**config.mk**
```make
export PLATFORM = sky130hd
export DESIGN_NAME = alu_result_fifo_flat
export DESIGN_NICKNAME = d
export VERILOG_FILES = /design/src/rtl/alu_result_fifo_if.sv /design/src/rtl/alu_result_fifo.sv /design/src/flat_wrapper.sv
export SDC_FILE = /design/constraint.sdc
export NUM_CORES = 1
export LEC_CHECK = 0
export CORE_MARGIN = 2
export CORE_UTILIZATION = 27
export DETAILED_ROUTE_END_ITERATION = 8
export PLACE_DENSITY_LB_ADDON = 0.3
export SYNTH_ARGS = -nofsm -noshare
export SYNTH_HDL_FRONTEND = slang
export SYNTH_SLANG_ARGS = --single-unit
```
**constraint.sdc**
```tcl
create_clock -name i_clk -period 5.7 [get_ports i_clk]
set_input_delay 0.57 -clock i_clk [delete_from_list [all_inputs] [get_ports i_clk]]
set_output_delay 0.57 -clock i_clk [all_outputs]
set_load 0.1 [all_outputs]
```
**src/rtl/alu_result_fifo_if.sv**
```systemverilog
// Handshake bundle between the ALU capture side, the result FIFO and its consumer.
// slave is the FIFO's view; master is the ALU/consumer side that drives i_* and observes o_*.
interface alu_result_fifo_if #(
    parameter int M     = 4,
    parameter int DEPTH = 4
);
    localparam int AW = $clog2(DEPTH);

    logic          i_valid;
    logic [M-1:0]  i_result;
    logic [3:0]    i_status;
    logic          i_ready;
    logic          i_clear;

    logic          o_valid;
    logic [M-1:0]  o_result;
    logic [3:0]    o_status;
    logic [AW:0]   o_count;
    logic          o_full;
    logic          o_empty;
    logic          o_overflow;
    logic [7:0]    o_drop_cnt;
    logic [3:0]    o_status_acc;

    modport master (
        output i_valid, i_result, i_status, i_ready, i_clear,
        input  o_valid, o_result, o_status, o_count, o_full, o_empty,
               o_overflow, o_drop_cnt, o_status_acc
    );

    modport slave (
        input  i_valid, i_result, i_status, i_ready, i_clear,
        output o_valid, o_result, o_status, o_count, o_full, o_empty,
               o_overflow, o_drop_cnt, o_status_acc
    );
endinterface

```
**src/rtl/alu_result_fifo.sv**
```systemverilog
// First-word-fall-through capture FIFO for ALU result/status pairs. Never back-pressures:
// writes into a full FIFO are dropped and counted; status flags of accepted writes are OR-ed.
module alu_result_fifo #(
    parameter int  M     = 4,
    parameter int  DEPTH = 4,
    localparam int AW    = $clog2(DEPTH)
) (
    input  logic                i_clk,
    input  logic                i_reset,
    alu_result_fifo_if.slave    bus
);
    logic [M+3:0]  mem_q [DEPTH];
    logic [M+3:0]  mem_d [DEPTH];
    logic [AW-1:0] rd_ptr_q, rd_ptr_d;
    logic [AW-1:0] wr_ptr_q, wr_ptr_d;
    logic [AW:0]   count_q, count_d;
    logic          overflow_q, overflow_d;
    logic [7:0]    drop_cnt_q, drop_cnt_d;
    logic [3:0]    status_acc_q, status_acc_d;

    logic full, empty, pop, push, drop;

    assign full  = (count_q == (AW+1)'(DEPTH));
    assign empty = (count_q == '0);
    assign pop   = !empty && bus.i_ready;
    // A pop in the same cycle frees the slot, so a full FIFO can still accept.
    assign push  = bus.i_valid && (!full || pop);
    assign drop  = bus.i_valid && full && !pop;

    always_comb begin
        mem_d        = mem_q;
        rd_ptr_d     = rd_ptr_q;
        wr_ptr_d     = wr_ptr_q;
        count_d      = count_q + (AW+1)'(push) - (AW+1)'(pop);
        overflow_d   = bus.i_clear ? 1'b0 : overflow_q;
        drop_cnt_d   = bus.i_clear ? 8'd0 : drop_cnt_q;
        status_acc_d = bus.i_clear ? 4'd0 : status_acc_q;

        if (push) begin
            mem_d[wr_ptr_q] = {bus.i_status, bus.i_result};
            wr_ptr_d        = wr_ptr_q + 1'b1;
            status_acc_d    = status_acc_d | bus.i_status;
        end
        if (pop) begin
            rd_ptr_d = rd_ptr_q + 1'b1;
        end
        // Same-cycle events are applied on top of a clear, so they win over it.
        if (drop) begin
            overflow_d = 1'b1;
            if (drop_cnt_d != 8'hFF) begin
                drop_cnt_d = drop_cnt_d + 8'd1;
            end
        end
    end

    always_ff @(posedge i_clk or negedge i_reset) begin
        if (!i_reset) begin
            mem_q        <= '{default: '0};
            rd_ptr_q     <= '0;
            wr_ptr_q     <= '0;
            count_q      <= '0;
            overflow_q   <= 1'b0;
            drop_cnt_q   <= '0;
            status_acc_q <= '0;
        end else begin
            mem_q        <= mem_d;
            rd_ptr_q     <= rd_ptr_d;
            wr_ptr_q     <= wr_ptr_d;
            count_q      <= count_d;
            overflow_q   <= overflow_d;
            drop_cnt_q   <= drop_cnt_d;
            status_acc_q <= status_acc_d;
        end
    end

    assign bus.o_valid      = !empty;
    assign bus.o_result     = empty ? '0 : mem_q[rd_ptr_q][M-1:0];
    assign bus.o_status     = empty ? '0 : mem_q[rd_ptr_q][M+3:M];
    assign bus.o_count      = count_q;
    assign bus.o_full       = full;
    assign bus.o_empty      = empty;
    assign bus.o_overflow   = overflow_q;
    assign bus.o_drop_cnt   = drop_cnt_q;
    assign bus.o_status_acc = status_acc_q;
endmodule

```
**src/flat_wrapper.sv**
```systemverilog
// flat-port wrapper written by rule: the top's interface ports become plain ports
module alu_result_fifo_flat 
#(
    parameter int  M     = 4,
    parameter int  DEPTH = 4,
    localparam int AW    = $clog2(DEPTH)
)
  (i_clk, i_reset, bus_i_valid, bus_i_result, bus_i_status, bus_i_ready, bus_i_clear, bus_o_valid, bus_o_result, bus_o_status, bus_o_count, bus_o_full, bus_o_empty, bus_o_overflow, bus_o_drop_cnt, bus_o_status_acc);
  alu_result_fifo_if #(.M(M), .DEPTH(DEPTH)) bus_i ();
  input  logic i_clk;
  input  logic i_reset;
  input wire logic [$bits(bus_i.i_valid)-1:0] bus_i_valid;
  input wire logic [$bits(bus_i.i_result)-1:0] bus_i_result;
  input wire logic [$bits(bus_i.i_status)-1:0] bus_i_status;
  input wire logic [$bits(bus_i.i_ready)-1:0] bus_i_ready;
  input wire logic [$bits(bus_i.i_clear)-1:0] bus_i_clear;
  output wire logic [$bits(bus_i.o_valid)-1:0] bus_o_valid;
  output wire logic [$bits(bus_i.o_result)-1:0] bus_o_result;
  output wire logic [$bits(bus_i.o_status)-1:0] bus_o_status;
  output wire logic [$bits(bus_i.o_count)-1:0] bus_o_count;
  output wire logic [$bits(bus_i.o_full)-1:0] bus_o_full;
  output wire logic [$bits(bus_i.o_empty)-1:0] bus_o_empty;
  output wire logic [$bits(bus_i.o_overflow)-1:0] bus_o_overflow;
  output wire logic [$bits(bus_i.o_drop_cnt)-1:0] bus_o_drop_cnt;
  output wire logic [$bits(bus_i.o_status_acc)-1:0] bus_o_status_acc;
  assign bus_i.i_valid = bus_i_valid;
  assign bus_i.i_result = bus_i_result;
  assign bus_i.i_status = bus_i_status;
  assign bus_i.i_ready = bus_i_ready;
  assign bus_i.i_clear = bus_i_clear;
  assign bus_o_valid = bus_i.o_valid;
  assign bus_o_result = bus_i.o_result;
  assign bus_o_status = bus_i.o_status;
  assign bus_o_count = bus_i.o_count;
  assign bus_o_full = bus_i.o_full;
  assign bus_o_empty = bus_i.o_empty;
  assign bus_o_overflow = bus_i.o_overflow;
  assign bus_o_drop_cnt = bus_i.o_drop_cnt;
  assign bus_o_status_acc = bus_i.o_status_acc;
  alu_result_fifo #(.M(M), .DEPTH(DEPTH)) u_core (.i_clk(i_clk), .i_reset(i_reset), .bus(bus_i));
endmodule
```
# ---- Word-level counts from Yosys, hierarchy flattened
# Index checks and enable logic that the tools add are counted.
dict set report classes {
  order_cmp 3
  n_reduce_logical 11
  bitwise_logic 3
  n_addsub 5
  n_mux 15
  eq_ne 2
}
# cell count
set ops {}
lappend ops {{2-to-1 mux 8 bit} 6}
lappend ops {{bitwise mux 32 bit} 1}
lappend ops {{binary-select mux 8 bit (select 2 bit)} 1}
lappend ops {{demux 8 bit (select 2 bit)} 1}
lappend ops {{2-to-1 mux 4 bit} 4}
lappend ops {{adder 8 x 1 -> 8 bit (second input constant)} 1}
lappend ops {{inequality test 8 bit (second input constant)} 1}
lappend ops {{greater-or-equal comparator 3 bit (second input constant)} 2}
lappend ops {{NOT 2 -> 3 bit} 2}
lappend ops {{logical AND 1 bit} 5}
lappend ops {{adder 2 x 1 -> 2 bit (second input constant)} 2}
lappend ops {{OR 4 bit} 1}
lappend ops {{adder 3 x 1 -> 3 bit} 1}
lappend ops {{equality test 3 bit (second input constant)} 1}
lappend ops {{logical NOT 1 bit} 3}
lappend ops {{logical NOT 3 bit} 1}
lappend ops {{< comparator 3 x 1 -> 1 bit (second input constant)} 1}
lappend ops {{subtractor 3 x 1 -> 3 bit} 1}
lappend ops {{2-to-1 mux 1 bit} 2}
lappend ops {{nonzero test 2 bit} 1}
lappend ops {{logical OR 1 bit} 1}
dict set report word_totals {
  out_inout_bits 27
  inputBits 13
  regBits 52
  word_cells 49
}

# ---- Longest topological paths before layout
# Gate-level depths: netlist of run 1.
dict set report logic_depth {
  ltp_word 7
  ltp_mapped 8
  mapped_depth_nobuf 8
}

# ---- Worst setup path before layout of run 1
# OpenSTA, ideal clock, no wires.
dict set report synth_timing {
  path_type {flip-flop to output port}
  startpoint {register u_core.count_q[0], in the netlist u_core.bus.o_count[0]}
  endpoint {output port bus_o_result[0]}
  setup_slack_ns 2.101
  arrival_time_ns 3.029
  stages_incl_launch_ff 4
  required_ns 5.130
  n_path_buf 1
  path_cell_list {dfrtp_1 or3_1 clkbuf_1 and2_1}
}
dict set report synth_between {
  elab_chain_len 2
}
# item line_no
set synth_rtl {}
lappend synth_rtl {{start: declaration} alu_result_fifo.sv:16} ;# logic [AW:0] count_q, count_d;
lappend synth_rtl {{start signal: assignment} alu_result_fifo.sv:69} ;# count_q <= count_d;
lappend synth_rtl {{logical NOT 3 bit} alu_result_fifo.sv:24} ;# assign empty = (count_q == '0);
lappend synth_rtl {{2-to-1 mux 4 bit} alu_result_fifo.sv:77} ;# assign bus.o_result = empty ? '0 : mem_q[rd_ptr_q][M-1:0];
lappend synth_rtl {{end: declaration} flat_wrapper.sv:18} ;# output wire logic [$bits(bus_i.o_result)-1:0] bus_o_result;
# No other way between the ends.

# ---- Worst setup path after layout of run 1
dict set report layout_timing {
  startpoint {register u_core.rd_ptr_q[0]}
  endpoint {output port bus_o_status[1]}
}
dict set report layout_between {
  elab_chain_len 5
}
# item line_no
set layout_rtl {}
lappend layout_rtl {{start: declaration} alu_result_fifo.sv:14} ;# logic [AW-1:0] rd_ptr_q, rd_ptr_d;
lappend layout_rtl {{start signal: assignment} alu_result_fifo.sv:67} ;# rd_ptr_q <= rd_ptr_d;
lappend layout_rtl {{NOT 2 -> 3 bit (implied by the code)} alu_result_fifo.sv:78} ;# assign bus.o_status = empty ? '0 : mem_q[rd_ptr_q][M+3:M];
lappend layout_rtl {{binary-select mux 8 bit (select 2 bit)} alu_result_fifo.sv:78}
lappend layout_rtl {{2-to-1 mux 8 bit (2 in a row)} --}
lappend layout_rtl {{2-to-1 mux 4 bit} alu_result_fifo.sv:78}
lappend layout_rtl {{end: declaration} flat_wrapper.sv:19} ;# output wire logic [$bits(bus_i.o_status)-1:0] bus_o_status;
# No other way between the ends. The select of a mux whose other input is x is not followed.

==> run_results.csv, run 1 <==
group,metric,value,unit
run_status,outcome,"complete, no violations",
clock_network,cts_tree,"built",
setup_path,crit_path_max_fanout,10,
global_route,pin_count_of_the_biggest_net_entering_global_routing,53,
clock_network,cts_post_setup_buffers_inserted,0,
setup_path,worst_path_largest_cell_delay,960,ps
route,dr_total_vias,1522,
finish,fin_nets,250,
setup_path,timing.critical_path.cells,"mux4_2, and2_1, clkdlybuf4s50_1",
finish,n_diodes,0,
yosys,synth.cells.most_frequent,"52 x dfrtp_1, 33 x mux2_2, 12 x inv_1",
yosys,yosys.cell_types.count,30,
clock_network,clkSinkCount,52,
yosys,postSynth.asyncResetShare,100.0,%
setup_path,reg2reg_depth,8,
die,floorplan.initialDensity,27.98,%
timing,worst_slew_pin_slew,988.2,ps
setup_path,timing.rr.end,"u_core.bus.o_count[2]",
route,wirelength,4.871,mm
setup_path,worst_setup_path_start_kind,"register",
job,maxCapViolCount,0,
finish,area_delta_synth_final,24.29,%
yosys,yosys_register_bits,52,
setup_path,timing.critical_path.from,"u_core.rd_ptr_q[0]",
yosys,yosysWarningCount,0,
die,core_area,8763,um^2
placed_design,gp_routability_congestion,0.7660,
timing,number_of_endpoints_with_negative_hold_slack_in_the_final_report,0,
route,drcViolationCount,0,
route,detailedRoute.firstPassIterationCount,4,
finish,fillerInstances,871,
die,fp.dieH,99.31,um
setup_path,crit_type,"register to output port",
die,placementRows,34,
die,die_area,9861,um^2
placed_design,number_of_buffers_inserted_by_port_buffering,39,
route,average_wire_length_per_cell_after_detail_routing,14.41,um
placed_design,dpl.hpwl,3.327,mm
setup_path,timing.rr.start,"u_core.bus.o_count[0]",
setup_path,crit_path_top_delay_cell,"clkdlybuf4s50_1",
timing,setup_viol,0,
setup_path,cp.required,5130,ps
yosys,post_synth_inst_count,187,
finish,multiInputGateArea,1085,um^2
global_route,grt_overflow,0,
yosys,post_synthesis_cell_area,2452,um^2
finish,sequential_cell_area,1301,um^2
timing,rsz_0062_raised_after_global_routing,"false",
worst_hold_path,hold_wc_path_type,"input pin to async pin",
global_route,antenna_found_initial,0,
clock_network,clkSlewWorstSetupHoldPaths,90,ps
finish,final_cells,338,
die,ioPinCount,40,
yosys,avgSynthCellArea,13.11,um^2
setup_path,timing.critical_path.arrival,2750,ps
setup_path,worstSetupEndpointType,"output port",
timing,tightest_slew_margin_relative_to_the_limit,33.91,%
yosys,synth.largest_area_cell,"dfrtp_1",
route,final_antenna_net_count,0,
clock_network,h_tree_depth,2,
timing,fin_crit_sh,58.28,%
global_route,first_pass_grt_wire_length,8.273,mm
yosys,seq_area_frac_synth,53.06,%
yosys,synth-edff-count,0,
clock_network,cts-resized-gates,0,
die,die_x,99.31,um
yosys,netlist_top_cells_area,"dfrtp_1 53%, mux2_2 15%, mux4_2 7.3%",
setup_path,reg2reg_setup_slack,3170,ps
timing,layout_min_cycle_time,3322,ps
yosys,synth.most_common_cell,"dfrtp_1",
timing,final_max_slew_viol_count,0,
timing,finalSetupTns,0,ps
yosys,synth_flop_cell,"dfrtp_1",
yosys,synth_fp_nets,208,
placed_design,place_inst,330,
clock_network,tritoncts.num_buffers,5,
clock_network,cts_max_path_buffers,2,
timing,worst_hold_slack,378.8,ps
global_route,first_global_vias,1609,
route,drt_initial_violations,35,
clock_network,postCtsHoldBufs,0,
finish,drive_above_1_share,23.04,%
setup_path,crit_end,"bus_o_status[1]",
global_route,track_usage,10.61,%
route,vias_per_cell,4.503,
timing,maximum_clock_frequency,301.0,MHz
timing,timing.clock.skew,13.91,ps
clock_network,clock_latency_late_sink,310,ps
yosys,post-synth-top-area-fraction,53.06,%
clock_network,cts-root-buf,"clkbuf_8",
critical path: cells and delay by family (launching register included):
family,cells,cell delay (ps)
muxes,1,590
buffers and inverters,1,960
and+or+nand+nor,1,170
DFF,1,740
registers in the layout, summed over array words and instances (netlist names):
name and cells:
u_core.rd_ptr_q 2, u_core.bus.o_overflow 1, u_core.bus.o_count 3, u_core.wr_ptr_q 2, u_core.bus.o_drop_cnt 8, u_core.mem_q 32, u_core.bus.o_status_acc 4
kinds of logic (layout without fill, tap and decap cells):
kind of cell,count (synthesis),in the layout,synth area share [%]
AOI/OAI and AO/OA,12,12,2.551
xor gates and xnor gates,8,8,2.857
adders and majority gates,8,8,4.388
buffers and inverters,17,60,2.704
DFF,52,52,53.06
muxes,43,43,23.32
and+or+nand+nor,47,47,11.12
metrics by stage:
| step | instance area (um^2) | setup slack [ps] | util [%] |
|---|---|---|---|
| 3_3_place_gp | 2959 | 2691 | 33.77 |
| 2_1_floorplan | 2452 | 2101 | - |
| 5_1_grt | 3048 | 2225 | 34.78 |
| 6_report | 3048 | 2378 | 34.78 |
| 3_5_place_dp | 2959 | 2666 | 33.77 |
| 4_1_cts | 3048 | 2315 | 34.78 |
how the worst min path moves through the flow:
stage                             to  slack [ps]
3_5_place_dp        u_core.mem_q[13]         490
4_1_cts             u_core.mem_q[26]         400
3_3_place_gp        u_core.mem_q[17]         480
2_1_floorplan  u_core.bus.o_count[0]         270
6_report            u_core.mem_q[27]         380
5_1_grt             u_core.mem_q[27]         430
routing by layer:
metal  up-vias  part of all wire [%]  track usage, %
met5         -                     0               0
met4         0                  0.88           3.161
met3         5                   5.4           2.741
met2        45                    44           16.89
met1       739                    50           14.29
li1        733                     -               -
cell type report:
type                       instances  area share, %
multi-input combinational        118          35.59
tap                              108          4.434
clock buffer                       6          2.381
clock inverter                     2         0.5337
timing repair buffer              40          12.89
inverter                          12          1.478
sequential                        52          42.69
cell usage in the layout, fill, tap and decap left out, drive strengths merged:
| master | netlist | final |
|---|---|---|
| a21oi | 4 | 4 |
| a31oi | 2 | 2 |
| and2 | 10 | 10 |
| and2b | 2 | 2 |
| and3 | 1 | 1 |
| buf | 2 | 2 |
| clkbuf | 3 | 6 |
| clkdlybuf4s50 | 0 | 38 |
| clkinv | 0 | 1 |
| clkinvlp | 0 | 1 |
| dfrtp | 52 | 52 |
| fa | 1 | 1 |
| ha | 7 | 7 |
| inv | 12 | 12 |
| mux2 | 33 | 33 |
| mux2i | 2 | 2 |
| mux4 | 8 | 8 |
| nand2 | 13 | 13 |
| nand2b | 4 | 4 |
| nand3 | 1 | 1 |
| nand3b | 1 | 1 |
| nand4 | 2 | 2 |
| nor2 | 2 | 2 |
| nor2b | 3 | 3 |
| nor3 | 2 | 2 |
| nor3b | 2 | 2 |
| nor4 | 1 | 1 |
| nor4b | 1 | 1 |
| o21ai | 6 | 6 |
| or3 | 2 | 2 |
| xnor2 | 6 | 6 |
| xor2 | 2 | 2 |
Power of run 1 is not shown: default switching activity piles up to over one toggle a cycle in this logic, so the estimate is an artifact.
==> inputs of run 2 (changes only) <==
==> constraint.sdc (replaced) <==
create_clock -name i_clk -period 2.91 [get_ports i_clk]
set_input_delay 0.291 -clock i_clk [delete_from_list [all_inputs] [get_ports i_clk]]
set_output_delay 0.291 -clock i_clk [all_outputs]
set_load 0.1 [all_outputs]
==> run_results.csv, run 2 (synthesized netlist as in run 1, its figures left out) <==
group,metric,value,unit
clock_network,clock_latency_late_sink,300,ps
setup_path,cp.required,2620,ps
die,fp.dieH,99.31,um
setup_path,worst_setup_path_start_kind,"register",
placed_design,number_of_buffers_inserted_by_port_buffering,39,
timing,fin_crit_sh,79.94,%
clock_network,cts_tree,"built",
run_status,outcome,"complete, no violations",
setup_path,worst_path_largest_cell_delay,730,ps
global_route,first_global_vias,1614,
setup_path,worstSetupEndpointType,"output port",
setup_path,timing.critical_path.arrival,2040,ps
job,maxCapViolCount,0,
placed_design,place_inst,333,
timing,tightest_slew_margin_relative_to_the_limit,60.08,%
finish,fin_nets,254,
finish,area_delta_synth_final,23.78,%
timing,finalSetupTns,0,ps
die,ioPinCount,40,
timing,setup_viol,0,
finish,regMostFlops,"u_core.mem_q",
timing,layout_min_cycle_time,2326,ps
timing,number_of_endpoints_with_negative_hold_slack_in_the_final_report,0,
timing,rsz_0062_raised_after_global_routing,"false",
setup_path,crit_type,"register to output port",
route,dr_total_vias,1518,
die,floorplan.initialDensity,27.98,%
setup_path,timing.critical_path.cells,"mux4_2, and2_1, buf_4",
finish,drive_above_1_share,35.47,%
clock_network,clkSlewWorstSetupHoldPaths,100,ps
clock_network,clkSinkCount,52,
global_route,pin_count_of_the_biggest_net_entering_global_routing,34,
route,drt_initial_violations,35,
global_route,track_usage,10.64,%
die,core_area,8763,um^2
route,average_wire_length_per_cell_after_detail_routing,14.27,um
finish,largest_register_ffs,32,
die,die_x,99.31,um
finish,top_library_cells_by_usage_in_the_layout_fill_and_taps_aside,"52 x dfrtp_1, 33 x mux2_2, 31 x buf_4, 12 x inv_1",
setup_path,crit_path_top_delay_cell,"dfrtp_1",
timing,timing.clock.skew,7.694,ps
setup_path,crit_path_max_fanout,10,
timing,worst_slew_pin_slew,598.7,ps
global_route,grt_overflow,0,
worst_hold_path,hold_wc_path_type,"input pin to async pin",
placed_design,dpl.hpwl,3.454,mm
clock_network,tritoncts.num_buffers,5,
global_route,antenna_found_initial,0,
route,drcViolationCount,0,
global_route,first_pass_grt_wire_length,8.328,mm
clock_network,cts_post_setup_buffers_inserted,0,
route,detailedRoute.firstPassIterationCount,4,
clock_network,cts-root-buf,"clkbuf_8",
die,die_area,9861,um^2
route,final_antenna_net_count,0,
route,wirelength,4.879,mm
finish,n_diodes,0,
clock_network,h_tree_depth,2,
timing,maximum_clock_frequency,429.9,MHz
placed_design,gp_routability_congestion,0.8383,
finish,layout.cells.most_common,"dfrtp_1",
route,vias_per_cell,4.439,
finish,final_cells,342,
clock_network,cts_max_path_buffers,2,
die,placementRows,34,
timing,final_max_slew_viol_count,0,
## run 2: cell types whose count changed in the layout (fill, tap and decap cells not counted), sizes merged
cell           previous run  this run
inv                      12        13
clkinvlp                  1         0
clkinv                    1         0
clkdlybuf4s50            38        11
dlygate4sd3               0         1
bufinv                    0         1
buf                       2        32
## run 2: metal layers
metal  up-vias  global-route usage, %  part of all wire [%]
met2        38                  16.06                    45
met1       742                  15.48                    50
met3         0                  2.600                   5.1
met4         0                  2.529                     0
li1        738                      -                     -
met5         -                      0                     0
## run 2: what timing repair did
item / CTS / global route
resized for setup: 0 / 0
hold buffers: 1 / 0
hold endpoints to repair: 19 / 0
## run 2: final cells by class
type	count	area (um^2)
fillers	864	5728
multi-input cells	118	1085
inverters	12	45.04
well taps	108	135.1
repair buffers	44	357.8
clock buffers	6	72.57
flip-flops and latches	52	1301
clock inverters	2	38.79
## run 2: critical path: cells and delay by family (launching register included)
family	cells	cell delay, ps
simple gates	1	180
flops	1	730
mux	1	580
buf+inv	1	230
## run 2: final timing paths
kind | cells past startpoint | slack (ps) | startpoint | to
max in group asynchronous | 3 | 1640 | i_reset | u_core.mem_q[6]
min reg2reg | 1 | 510 | u_core.mem_q[6] | u_core.mem_q[6]
max reg2reg | 8 | 650 | u_core.bus.o_count[0] | u_core.bus.o_count[2]
min in group i_clk | 1 | 510 | u_core.mem_q[6] | u_core.mem_q[6]
min | 2 | 470 | i_reset | u_core.mem_q[16]
max | 3 | 580 | u_core.rd_ptr_q[0] | bus_o_status[2]
## run 2: stage by stage
stage	setup slack [ps]	instance area, um^2	util [%]	hold slack, ps
3_3_place_gp	531.9	2914	33.25	272.9
2_1_floorplan	95.50	2454	-	-4.591
6_report	583.8	3035	34.64	470.5
5_1_grt	433.7	3035	34.64	497.7
3_5_place_dp	488.4	2914	33.25	274.7
4_1_cts	530.9	3035	34.64	486.8
Power of run 2 is left out for the same reason.
==> inputs of run 3 (changes only) <==
==> constraint.sdc (replaced) <==
create_clock -name i_clk -period 1.9 [get_ports i_clk]
set_input_delay 0.19 -clock i_clk [delete_from_list [all_inputs] [get_ports i_clk]]
set_output_delay 0.19 -clock i_clk [all_outputs]
set_load 0.1 [all_outputs]
==> run_results.csv, run 3 (synthesized netlist as in run 1, its figures left out) <==
group,metric,value,unit
route,final_antenna_net_count,0,
timing,worst_slew_pin_slew,499.4,ps
placed_design,dpl.hpwl,3.774,mm
clock_network,h_tree_depth,2,
job,maxCapViolCount,0,
placed_design,dp_worst_slack,-288.5,ps
route,drt_initial_violations,36,
clock_network,clkSlewWorstSetupHoldPaths,100,ps
timing,worst_slack,-286.9,ps
clock_network,clkSinkCount,52,
die,ioPinCount,40,
clock_network,tritoncts.num_buffers,5,
finish,regMostFlops,"u_core.mem_q",
finish,layout.cells.most_common,"dfrtp_1",
timing,setup_viol,44,
die,fp.dieH,99.31,um
timing,layout_min_cycle_time,2187,ps
timing,number_of_endpoints_with_negative_hold_slack_in_the_final_report,0,
die,placementRows,34,
timing,fin_crit_sh,115.1,%
global_route,first_pass_grt_wire_length,8.583,mm
setup_path,worst_setup_path_start_kind,"register",
setup_path,timing.rr.end,"u_core.bus.o_count[2]",
run_status,failed_checks,"setup timing",
finish,drive_above_1_share,52.92,%
route,vias_per_cell,4.468,
setup_path,crit_type,"register to register",
timing,timing.clock.skew,6.511,ps
finish,area_delta_synth_final,43.01,%
finish,final_area,3507,um^2
timing,rsz_0062_raised_after_global_routing,"true",
route,drcViolationCount,0,
clock_network,clock_latency_late_sink,310,ps
placed_design,number_of_buffers_inserted_by_port_buffering,39,
placed_design,gp_routability_congestion,0.7904,
die,die_x,99.31,um
timing,tightest_slew_margin_relative_to_the_limit,66.70,%
route,wirelength,5.120,mm
run_status,outcome,"finished with violations",
route,dr_total_vias,1631,
finish,largest_register_ffs,32,
finish,top_library_cells_by_usage_in_the_layout_fill_and_taps_aside,"40 x dfrtp_1, 38 x buf_4, 33 x mux2_2, 15 x buf_12",
global_route,grt_overflow,0,
die,floorplan.initialDensity,27.98,%
timing,final_max_slew_viol_count,0,
setup_path,reg2reg_setup_slack,-290,ps
setup_path,reg2reg_depth,8,
worst_hold_path,hold_wc_path_type,"input pin to async pin",
finish,n_diodes,0,
setup_path,timing.rr.start,"u_core.bus.o_count[2]",
die,die_area,9861,um^2
setup_path,crit_path_max_fanout,2,
global_route,first_global_vias,1751,
route,detailedRoute.firstPassIterationCount,4,
global_route,antenna_found_initial,0,
clock_network,cts_tree,"built",
finish,fin_nets,277,
finish,fillerInstances,846,
clock_network,cts-root-buf,"clkbuf_8",
global_route,pin_count_of_the_biggest_net_entering_global_routing,22,
global_route,track_usage,11.24,%
clock_network,cts_max_path_buffers,2,
setup_path,worstSetupEndpointType,"register",
setup_path,timing.critical_path.arrival,2390,ps
timing,maximum_clock_frequency,457.3,MHz
die,core_area,8763,um^2
route,average_wire_length_per_cell_after_detail_routing,14.03,um
setup_path,cp.required,2100,ps
timing,finalSetupTns,-3273,ps
placed_design,placedInstanceArea,3327,um^2
## run 3: timing repair
item / 4_1_cts / 5_1_grt
setup buffers: 4 / 1
hold endpoints to repair: 19 / 0
gates cloned: 0 / 0
resized for setup: 8 / 3
setup endpoints to repair: 45 / 52
pin swaps: 0 / 1
hold buffers: 1 / 0
## run 3: worst max-delay path, stage by stage (launching register included)
cell and delay [ps]:
dfrtp_4 490, or3_4 390, and2_4 160, ha_4 260
inv_2 30, ha_4 140, fa_2 350, xnor2_2 140
xnor2_1 120
## run 3: layer usage
metal | vias to the layer above | global-route usage (%) | part of all wire (%)
li1 | 782 | - | -
met1 | 808 | 13.43 | 44
met2 | 34 | 19.07 | 49
met3 | 7 | 3.935 | 5.8
met4 | 0 | 3.477 | 1.4
met5 | - | 0 | 0
## run 3: metrics by stage
step | util (%) | hold slack, ps | cells
6_report | 40.02 | 361.6 | 365
5_1_grt | 40.02 | 406.0 | 365
4_1_cts | 40.02 | 385.4 | 365
3_5_place_dp | 37.96 | 195.3 | 352
3_3_place_gp | 37.96 | 194.7 | 352
2_1_floorplan | - | -105.6 | 187
## run 3: cell type report
type	count	area, um^2	area share, %
multi-input combinational	118	1161	33.11
inverter	12	48.80	1.391
timing repair buffer	67	721.9	20.59
clock inverter	2	38.79	1.106
tap	108	135.1	3.853
sequential	52	1329	37.89
clock buffer	6	72.57	2.069
## run 3: worst max path at each step
stage,end,slack [ps],startpoint,cells after the start
6_report,u_core.bus.o_count[2],-290,u_core.bus.o_count[2],8
5_1_grt,u_core.bus.o_count[2],-340,u_core.bus.o_count[2],8
4_1_cts,u_core.bus.o_count[2],-290,u_core.bus.o_count[2],8
3_5_place_dp,u_core.bus.o_count[2],-290,u_core.bus.o_count[2],8
3_3_place_gp,u_core.bus.o_count[2],-250,u_core.bus.o_count[2],8
2_1_floorplan,u_core.bus.o_count[2],-450,u_core.bus.o_count[2],8
Power of run 3 is left out for the same reason.
